## src/rtl/core_pkg.sv

```systemverilog
// Shared definitions for the scalar core control path: state encoding,
// PC defaults and small decode helpers.
package core_pkg;

   typedef enum logic [2:0] {
      ST_FETCH  = 3'd0,
      ST_DECODE = 3'd1,
      ST_EXEC   = 3'd2,
      ST_MEM    = 3'd3,
      ST_WB     = 3'd4,
      ST_HALT   = 3'd5,
      ST_IDLE   = 3'd7
   } state_t;

   localparam logic [31:0] RESET_PC_DEFAULT = 32'h0000_0000;
   localparam logic [31:0] PC_STEP_DEFAULT  = 32'd4;

   // Cycles spent in IDLE or HALT are not charged to the performance counter.
   function automatic logic is_active(input state_t s);
      return (s != ST_IDLE) && (s != ST_HALT);
   endfunction

   function automatic logic is_word_aligned(input logic [31:0] addr);
      return addr[1:0] == 2'b00;
   endfunction

endpackage

```

## src/rtl/core_sequencer_if.sv

```systemverilog
// Handshake, branch and status bundle between the sequencer and the
// surrounding core (memories, decoder, exec stage, loader).
interface core_sequencer_if;
   import core_pkg::*;

   logic        start;
   logic        imem_ready;
   logic        imem_req;
   logic        halt_insn;
   logic        exec_multi;
   logic        exec_done;
   logic        mem_read;
   logic        mem_write;
   logic        dmem_ready;
   logic        dmem_req;
   logic        dmem_we;
   logic        branch;
   logic [31:0] branch_addr;
   state_t      state;
   logic [31:0] pc;
   logic        halted;
   logic        fault;
   logic [31:0] cycle_count;
   logic [31:0] instret;

   modport master (
      input  start, imem_ready, halt_insn, exec_multi, exec_done,
             mem_read, mem_write, dmem_ready, branch, branch_addr,
      output imem_req, dmem_req, dmem_we, state, pc, halted, fault,
             cycle_count, instret
   );

   modport slave (
      output start, imem_ready, halt_insn, exec_multi, exec_done,
             mem_read, mem_write, dmem_ready, branch, branch_addr,
      input  imem_req, dmem_req, dmem_we, state, pc, halted, fault,
             cycle_count, instret
   );

endinterface

```

## src/rtl/core_sequencer_perf_counters.sv

```systemverilog
// Free-running active-cycle and retired-instruction counters; both wrap
// silently at 2^32.
module perf_counters (
   input  logic        clk,
   input  logic        rst,
   input  logic        active,
   input  logic        inc,
   output logic [31:0] cycle_count,
   output logic [31:0] instret
);

   // Counter registers with synchronous reset.
   always_ff @(posedge clk) begin
      if (rst) begin
         cycle_count <= 32'd0;
         instret     <= 32'd0;
      end else begin
         if (active) begin
            cycle_count <= cycle_count + 32'd1;
         end
         if (inc) begin
            instret <= instret + 32'd1;
         end
      end
   end

endmodule

```

## src/rtl/core_sequencer.sv

```systemverilog
// Multi-cycle control sequencer: steps FETCH..WB, owns the PC, runs the
// instruction/data memory handshakes and stops the core on halt or fault.
module core_sequencer
   import core_pkg::*;
#(
   parameter logic [31:0] RESET_PC = RESET_PC_DEFAULT,
   parameter logic [31:0] PC_STEP  = PC_STEP_DEFAULT
) (
   input  logic              clk,
   input  logic              rst,
   core_sequencer_if.master  bus
);

   state_t      state;
   state_t      next_state;
   logic [31:0] pc;
   logic        halted;
   logic        fault;
   logic        retire;
   logic        fault_set;
   logic        mem_access;
   logic [31:0] cycle_count;
   logic [31:0] instret;

   assign mem_access = bus.mem_read || bus.mem_write;

   // Next-state decode; retire and fault_set are single-cycle WB outcomes.
   always_comb begin
      next_state = state;
      retire     = 1'b0;
      fault_set  = 1'b0;
      case (state)
         ST_IDLE: begin
            if (bus.start) next_state = ST_FETCH;
            else           next_state = ST_IDLE;
         end
         ST_FETCH: begin
            if (bus.imem_ready) next_state = ST_DECODE;
            else                next_state = ST_FETCH;
         end
         ST_DECODE: begin
            if (bus.halt_insn) next_state = ST_HALT;
            else               next_state = ST_EXEC;
         end
         ST_EXEC: begin
            if (!bus.exec_multi || bus.exec_done) next_state = ST_MEM;
            else                                  next_state = ST_EXEC;
         end
         ST_MEM: begin
            if (!mem_access || bus.dmem_ready) next_state = ST_WB;
            else                               next_state = ST_MEM;
         end
         ST_WB: begin
            if (bus.branch && !is_word_aligned(bus.branch_addr)) begin
               next_state = ST_HALT;
               fault_set  = 1'b1;
            end else begin
               next_state = ST_FETCH;
               retire     = 1'b1;
            end
         end
         ST_HALT: begin
            next_state = ST_HALT;
         end
         default: begin
            next_state = ST_IDLE;
         end
      endcase
   end

   // State register.
   always_ff @(posedge clk) begin
      if (rst) state <= ST_IDLE;
      else     state <= next_state;
   end

   // PC and sticky status; halted tracks the HALT state as a flop.
   always_ff @(posedge clk) begin
      if (rst) begin
         pc     <= RESET_PC;
         halted <= 1'b0;
         fault  <= 1'b0;
      end else begin
         if (retire) begin
            pc <= bus.branch ? bus.branch_addr : (pc + PC_STEP);
         end
         halted <= (next_state == ST_HALT);
         fault  <= fault | fault_set;
      end
   end

   perf_counters u_perf_counters (
      .clk         (clk),
      .rst         (rst),
      .active      (is_active(state)),
      .inc         (retire),
      .cycle_count (cycle_count),
      .instret     (instret)
   );

   // Strobes come straight from the state register, so they only move on edges.
   assign bus.imem_req    = (state == ST_FETCH);
   assign bus.dmem_req    = (state == ST_MEM) && mem_access;
   assign bus.dmem_we     = (state == ST_MEM) && bus.mem_write;
   assign bus.state       = state;
   assign bus.pc          = pc;
   assign bus.halted      = halted;
   assign bus.fault       = fault;
   assign bus.cycle_count = cycle_count;
   assign bus.instret     = instret;

endmodule

```

## src/flat_wrapper.sv

```systemverilog
// flat-port wrapper written by rule: the top's interface ports become plain ports
module core_sequencer_flat import core_pkg::*;
#(
   parameter logic [31:0] RESET_PC = RESET_PC_DEFAULT,
   parameter logic [31:0] PC_STEP  = PC_STEP_DEFAULT
)
  (clk, rst, bus_start, bus_imem_ready, bus_halt_insn, bus_exec_multi, bus_exec_done, bus_mem_read, bus_mem_write, bus_dmem_ready, bus_branch, bus_branch_addr, bus_imem_req, bus_dmem_req, bus_dmem_we, bus_state, bus_pc, bus_halted, bus_fault, bus_cycle_count, bus_instret);
  core_sequencer_if bus_i ();
  input  logic clk;
  input  logic rst;
  input wire logic [$bits(bus_i.start)-1:0] bus_start;
  input wire logic [$bits(bus_i.imem_ready)-1:0] bus_imem_ready;
  input wire logic [$bits(bus_i.halt_insn)-1:0] bus_halt_insn;
  input wire logic [$bits(bus_i.exec_multi)-1:0] bus_exec_multi;
  input wire logic [$bits(bus_i.exec_done)-1:0] bus_exec_done;
  input wire logic [$bits(bus_i.mem_read)-1:0] bus_mem_read;
  input wire logic [$bits(bus_i.mem_write)-1:0] bus_mem_write;
  input wire logic [$bits(bus_i.dmem_ready)-1:0] bus_dmem_ready;
  input wire logic [$bits(bus_i.branch)-1:0] bus_branch;
  input wire logic [$bits(bus_i.branch_addr)-1:0] bus_branch_addr;
  output wire logic [$bits(bus_i.imem_req)-1:0] bus_imem_req;
  output wire logic [$bits(bus_i.dmem_req)-1:0] bus_dmem_req;
  output wire logic [$bits(bus_i.dmem_we)-1:0] bus_dmem_we;
  output wire logic [$bits(bus_i.state)-1:0] bus_state;
  output wire logic [$bits(bus_i.pc)-1:0] bus_pc;
  output wire logic [$bits(bus_i.halted)-1:0] bus_halted;
  output wire logic [$bits(bus_i.fault)-1:0] bus_fault;
  output wire logic [$bits(bus_i.cycle_count)-1:0] bus_cycle_count;
  output wire logic [$bits(bus_i.instret)-1:0] bus_instret;
  assign bus_i.start = bus_start;
  assign bus_i.imem_ready = bus_imem_ready;
  assign bus_i.halt_insn = bus_halt_insn;
  assign bus_i.exec_multi = bus_exec_multi;
  assign bus_i.exec_done = bus_exec_done;
  assign bus_i.mem_read = bus_mem_read;
  assign bus_i.mem_write = bus_mem_write;
  assign bus_i.dmem_ready = bus_dmem_ready;
  assign bus_i.branch = bus_branch;
  assign bus_i.branch_addr = bus_branch_addr;
  assign bus_imem_req = bus_i.imem_req;
  assign bus_dmem_req = bus_i.dmem_req;
  assign bus_dmem_we = bus_i.dmem_we;
  assign bus_state = bus_i.state;
  assign bus_pc = bus_i.pc;
  assign bus_halted = bus_i.halted;
  assign bus_fault = bus_i.fault;
  assign bus_cycle_count = bus_i.cycle_count;
  assign bus_instret = bus_i.instret;
  core_sequencer #(.RESET_PC(RESET_PC), .PC_STEP(PC_STEP)) u_core (.clk(clk), .rst(rst), .bus(bus_i));
endmodule
```

## config.mk

```make
export PLATFORM = sky130hd
export DESIGN_NAME = core_sequencer_flat
export DESIGN_NICKNAME = d
export VERILOG_FILES = /design/src/rtl/core_pkg.sv /design/src/rtl/core_sequencer_if.sv /design/src/rtl/core_sequencer_perf_counters.sv /design/src/rtl/core_sequencer.sv /design/src/flat_wrapper.sv
export SDC_FILE = /design/constraint.sdc
export NUM_CORES = 1
export LEC_CHECK = 0
export ABC_AREA = 1
export CAP_MARGIN = 0
export CORE_MARGIN = 1.5
export CORE_UTILIZATION = 51
export CTS_BUF_LIST = sky130_fd_sc_hd__clkbuf_4 sky130_fd_sc_hd__clkbuf_8 sky130_fd_sc_hd__clkbuf_16
export DETAILED_ROUTE_END_ITERATION = 10
export PLACE_DENSITY = 0.84
export RECOVER_POWER = 25
export SLEW_MARGIN = 20
export SYNTH_ARGS = -nofsm -noshare
export SYNTH_HDL_FRONTEND = slang
export SYNTH_SLANG_ARGS = --single-unit
```

## constraint.sdc

```tcl
create_clock -name clk -period 1.9 [get_ports clk]
set_clock_uncertainty 0.2 [all_clocks]
set_input_delay 0.38 -clock clk [delete_from_list [all_inputs] [get_ports clk]]
set_output_delay 0.38 -clock clk [all_outputs]
set_load 0.03 [all_outputs]
```

==> results.txt <==
----------------------------------------------------
[Status]
  Status ... complete, no violations

[Routing]
  Post-route antenna net violation count ... 0
  DRC violation count after routing ... 0
  1st-pass router iterations ... 5
  Via-per-instance ratio ... 5.348
  Average detailed-routed wire length per instance ... ~13 µm
  Number of DRC violations after detailed-routing iteration 0 ... just under 700
  Detailed Route WL ... around 18 mm
  Vias after detailed routing ... roughly 7300

[Clocking]
  Clock edge transition at the registers on the reported setup and hold paths ... 0.07 ns
  CTS Buffer Depth ... 2
  Cell at the root of the clock tree ... clkbuf_16
  Clock latency reported for the late side of the worst-skew pair ... approximately 0.35 ns
  H-tree levels ... 3
  TritonCTS Sinks ... just over 100
  Count of hold buffers inserted by post-cts repair ... 0
  Number of buffers created by CTS ... 9
  CTS tree ... done

[Floorplan]
  Boundary pin count ... between 100 and 150
  Area of the die ... 12830 µm²
  Placement Rows ... 40
  Initial standard-cell utilization of the core ... 52.05%
  Die Y ... approximately 110 µm
  Area of the core ... ~12000 µm²
  Die W ... 113.3 µm

[Worst setup path]
  Endpoint kind of the worst setup timing path ... primary output
  Minimum setup slack among reg-to-reg paths ... around 0.08 ns
  Maximum fanout encountered on the critical timing path ... 4
  Endpoint arrival time on the critical path ... ~1.3 ns
  Launching element type of the critical path ... flip-flop
  Worst Path Class, Setup ... reg2out
  Critical path required time ... about 1.3 ns

[Layout]
  Fraction of layout cells with a size suffix above 1 ... 11.75%
  Count of nets after finishing ... between 1000 and 1500
  Signed area change from the synthesized netlist to the final layout ... 36.21%
  Final std cell area, no fill ... about 8400 µm²
  Post-layout util ... 70.89%

[Global routing]
  Global router's overall resource usage ... 29.04%
  Global route overflow ... 0
  Wire length of the first global-routing pass ... about 30 mm
  Maximum number of pins on one net before global-route repair ... 44
  Antenna violations before repair ... 1
  Number of global-route vias before repair ... ~6600

[Timing]
  Achievable frequency ... 0.5400 GHz
  Total negative setup slack ... 0 ns
  Final worst-path cycle share ... between 90 and 100%
  Clock period minus worst slack ... 1.852 ns
  Actual slew at the worst max-slew pin ... between 0.4 and 0.5 ns
  Final hold violations ... 0
  RSZ-0062 raised after global routing ... yes
  Least setup slack across all paths after layout ... approximately 0.048 ns
  Number of max-slew violations in the final report ... 0
  Worst slew slack as a fraction of its limit ... ~73%
  Setup violators final ... 0

[Yosys]
  Area leader, netlist ... dfxtp_1
  Number of nets produced by synthesis ... 1075
  Mapped Cells ... roughly 1000
  Avg Synthesized Cell Area ... around 6 µm²
  Seq/Total Area, Yosys ... 32.61%
  Largest cells by area after synthesis ... dfxtp_1 33%, nand2_1 19%, nor2_1 12%
  Number of unique standard cell types used by synthesis ... 44
  Post-Syn Area ... ~6200 µm²
  Synthesis warning total ... 0
  Synth top area share ... approximately a third
  Flip-flop and latch count after synthesis ... about 100

[Power]
  Leakage power summed over all cells ... around 3.6 nW
  Pwr Density ... about 670 nW/µm²
  Worst vdd ir ... 0.6813 mV

[Min path]
  Worst hold path class ... in2reg

[Placed design]
  Routability-driven placement congestion ratio ... about 0.9
  Worst-case setup slack after placement ... -0.4779 ns
  Cell area reported after detailed placement ... ~8200 µm²
  Detailed Place HPWL ... around 14 mm
  Count of input and output buffers ... roughly 150

[Job]
  Max-cap violations ... 0

----------------------------------------------------
[cell usage after synthesis, drive strengths merged]
library cell / n
nor2: 214
a31oi: 6
a211oi: 2
and2: 1
o31ai: 1
nand3b: 12
clkbuf: 10
o21a: 3
ha: 3
nand2: 329
dfxtp: 101
buf: 17
o21ai: 37
o211ai: 4
o21ba: 1
o221a: 1
inv: 108
or2: 1
xnor2: 1
nand4: 12
nand3: 68
nor4: 2
a22oi: 3
a21oi: 62
nor3: 22
xor2: 6
o21bai: 2
[per-layer routing]
layer	wire, µm	GRT usage (%)	vias to the layer above
li1	-	-	3672
met1	7916	37.08	3320
met2	8664	48.24	310
met3	1272	4.499	46
met4	609	13.67	0
met5	0	0	-
[report_power, final]
part / total, mW / internal, mW / switching [mW]
clock network: 1.88 / 1.06 / 0.819
registers: 2.33 / 2.24 / 0.0990
logic: 1.45 / 0.553 / 0.896
[cells by family (layout without fill, tap and decap cells)]
logic type               Yosys count  in the layout  synth area share (%)
AND/OR/NAND/NOR                  661            661                 45.99
flip-flops                       101            101                 32.61
AO/OA/AOI/OAI                    122            122                 10.76
adder cells (fa/ha/maj)            3              3                0.6055
buffers and inverters            135            332                 9.041
other                              0              1                     0
XOR/XNOR                           7              7                0.9889
[final timing paths]
path / from / endpoint / cells after the start
worst max-delay path: u_core.bus.state[2] / bus_dmem_req / 5
worst min-delay path: rst / u_core.u_perf_counters.cycle_count[23] / 3
worst max register to register: u_core.bus.pc[4] / u_core.bus.pc[27] / 9
worst min register to register: u_core.bus.pc[1] / u_core.bus.pc[1] / 2
[worst max-delay path, cell delays in order (launching register included)]
cell	delay [ns]
dfxtp_4	0.36
buf_4	0.15
inv_2	0.06
nand3_2	0.08
nor2_1	0.11
buf_4	0.16
[layout by cell type, fill, tap and decap left out, types with 4 or more instances in the layout]
cell,count
a21oi_1,62
a31oi_1,6
buf_4,63
clkbuf_16,9
clkdlybuf4s50_1,40
dfxtp_1,91
dfxtp_2,9
dlygate4sd2_1,101
inv_1,103
nand2_1,321
nand2_2,6
nand3_1,65
nand3b_1,12
nand4_1,10
nor2_1,188
nor2_2,15
nor2_4,10
nor3_1,18
o211ai_1,4
o21ai_0,34
xor2_1,6
[area by class of cell]
cell class                      count  area [µm²]
Fill cell                        1059        3467
Timing Repair Buffer              209        1836
Clock inverter                      3       46.29
Antenna cell                        1       2.502
Inverter                          108       410.4
Multi-Input combinational cell    793        3681
Clock buffer                       12       247.7
Tap cell                          147       183.9
Sequential cell                   101        2037
[timing repair]
action / 4_1_cts / 5_1_grt
endpoints found under the setup margin: 110 / 36
pin swaps: 0 / 3
buffers inserted: 0 / 5
gates resized for setup: 103 / 26
[registers in the layout, summed over array words and instances (netlist names)]
register	flops
u_core.bus.fault	1
u_core.bus.halted	1
u_core.bus.pc	32
u_core.bus.state	3
u_core.u_perf_counters.cycle_count	32
u_core.u_perf_counters.instret	32
[per-stage QoR]
step	hold WS (ns)	power, mW	instances
global placement	0.2436	3.812	1353
floorplan	0.3320	3.208	1029
detailed placement	0.2567	3.834	1353
CTS	0.2483	5.623	1368
finish	0.2497	5.667	1374
global route	0.2627	5.906	1374
(Power assumes the default switching activity.)
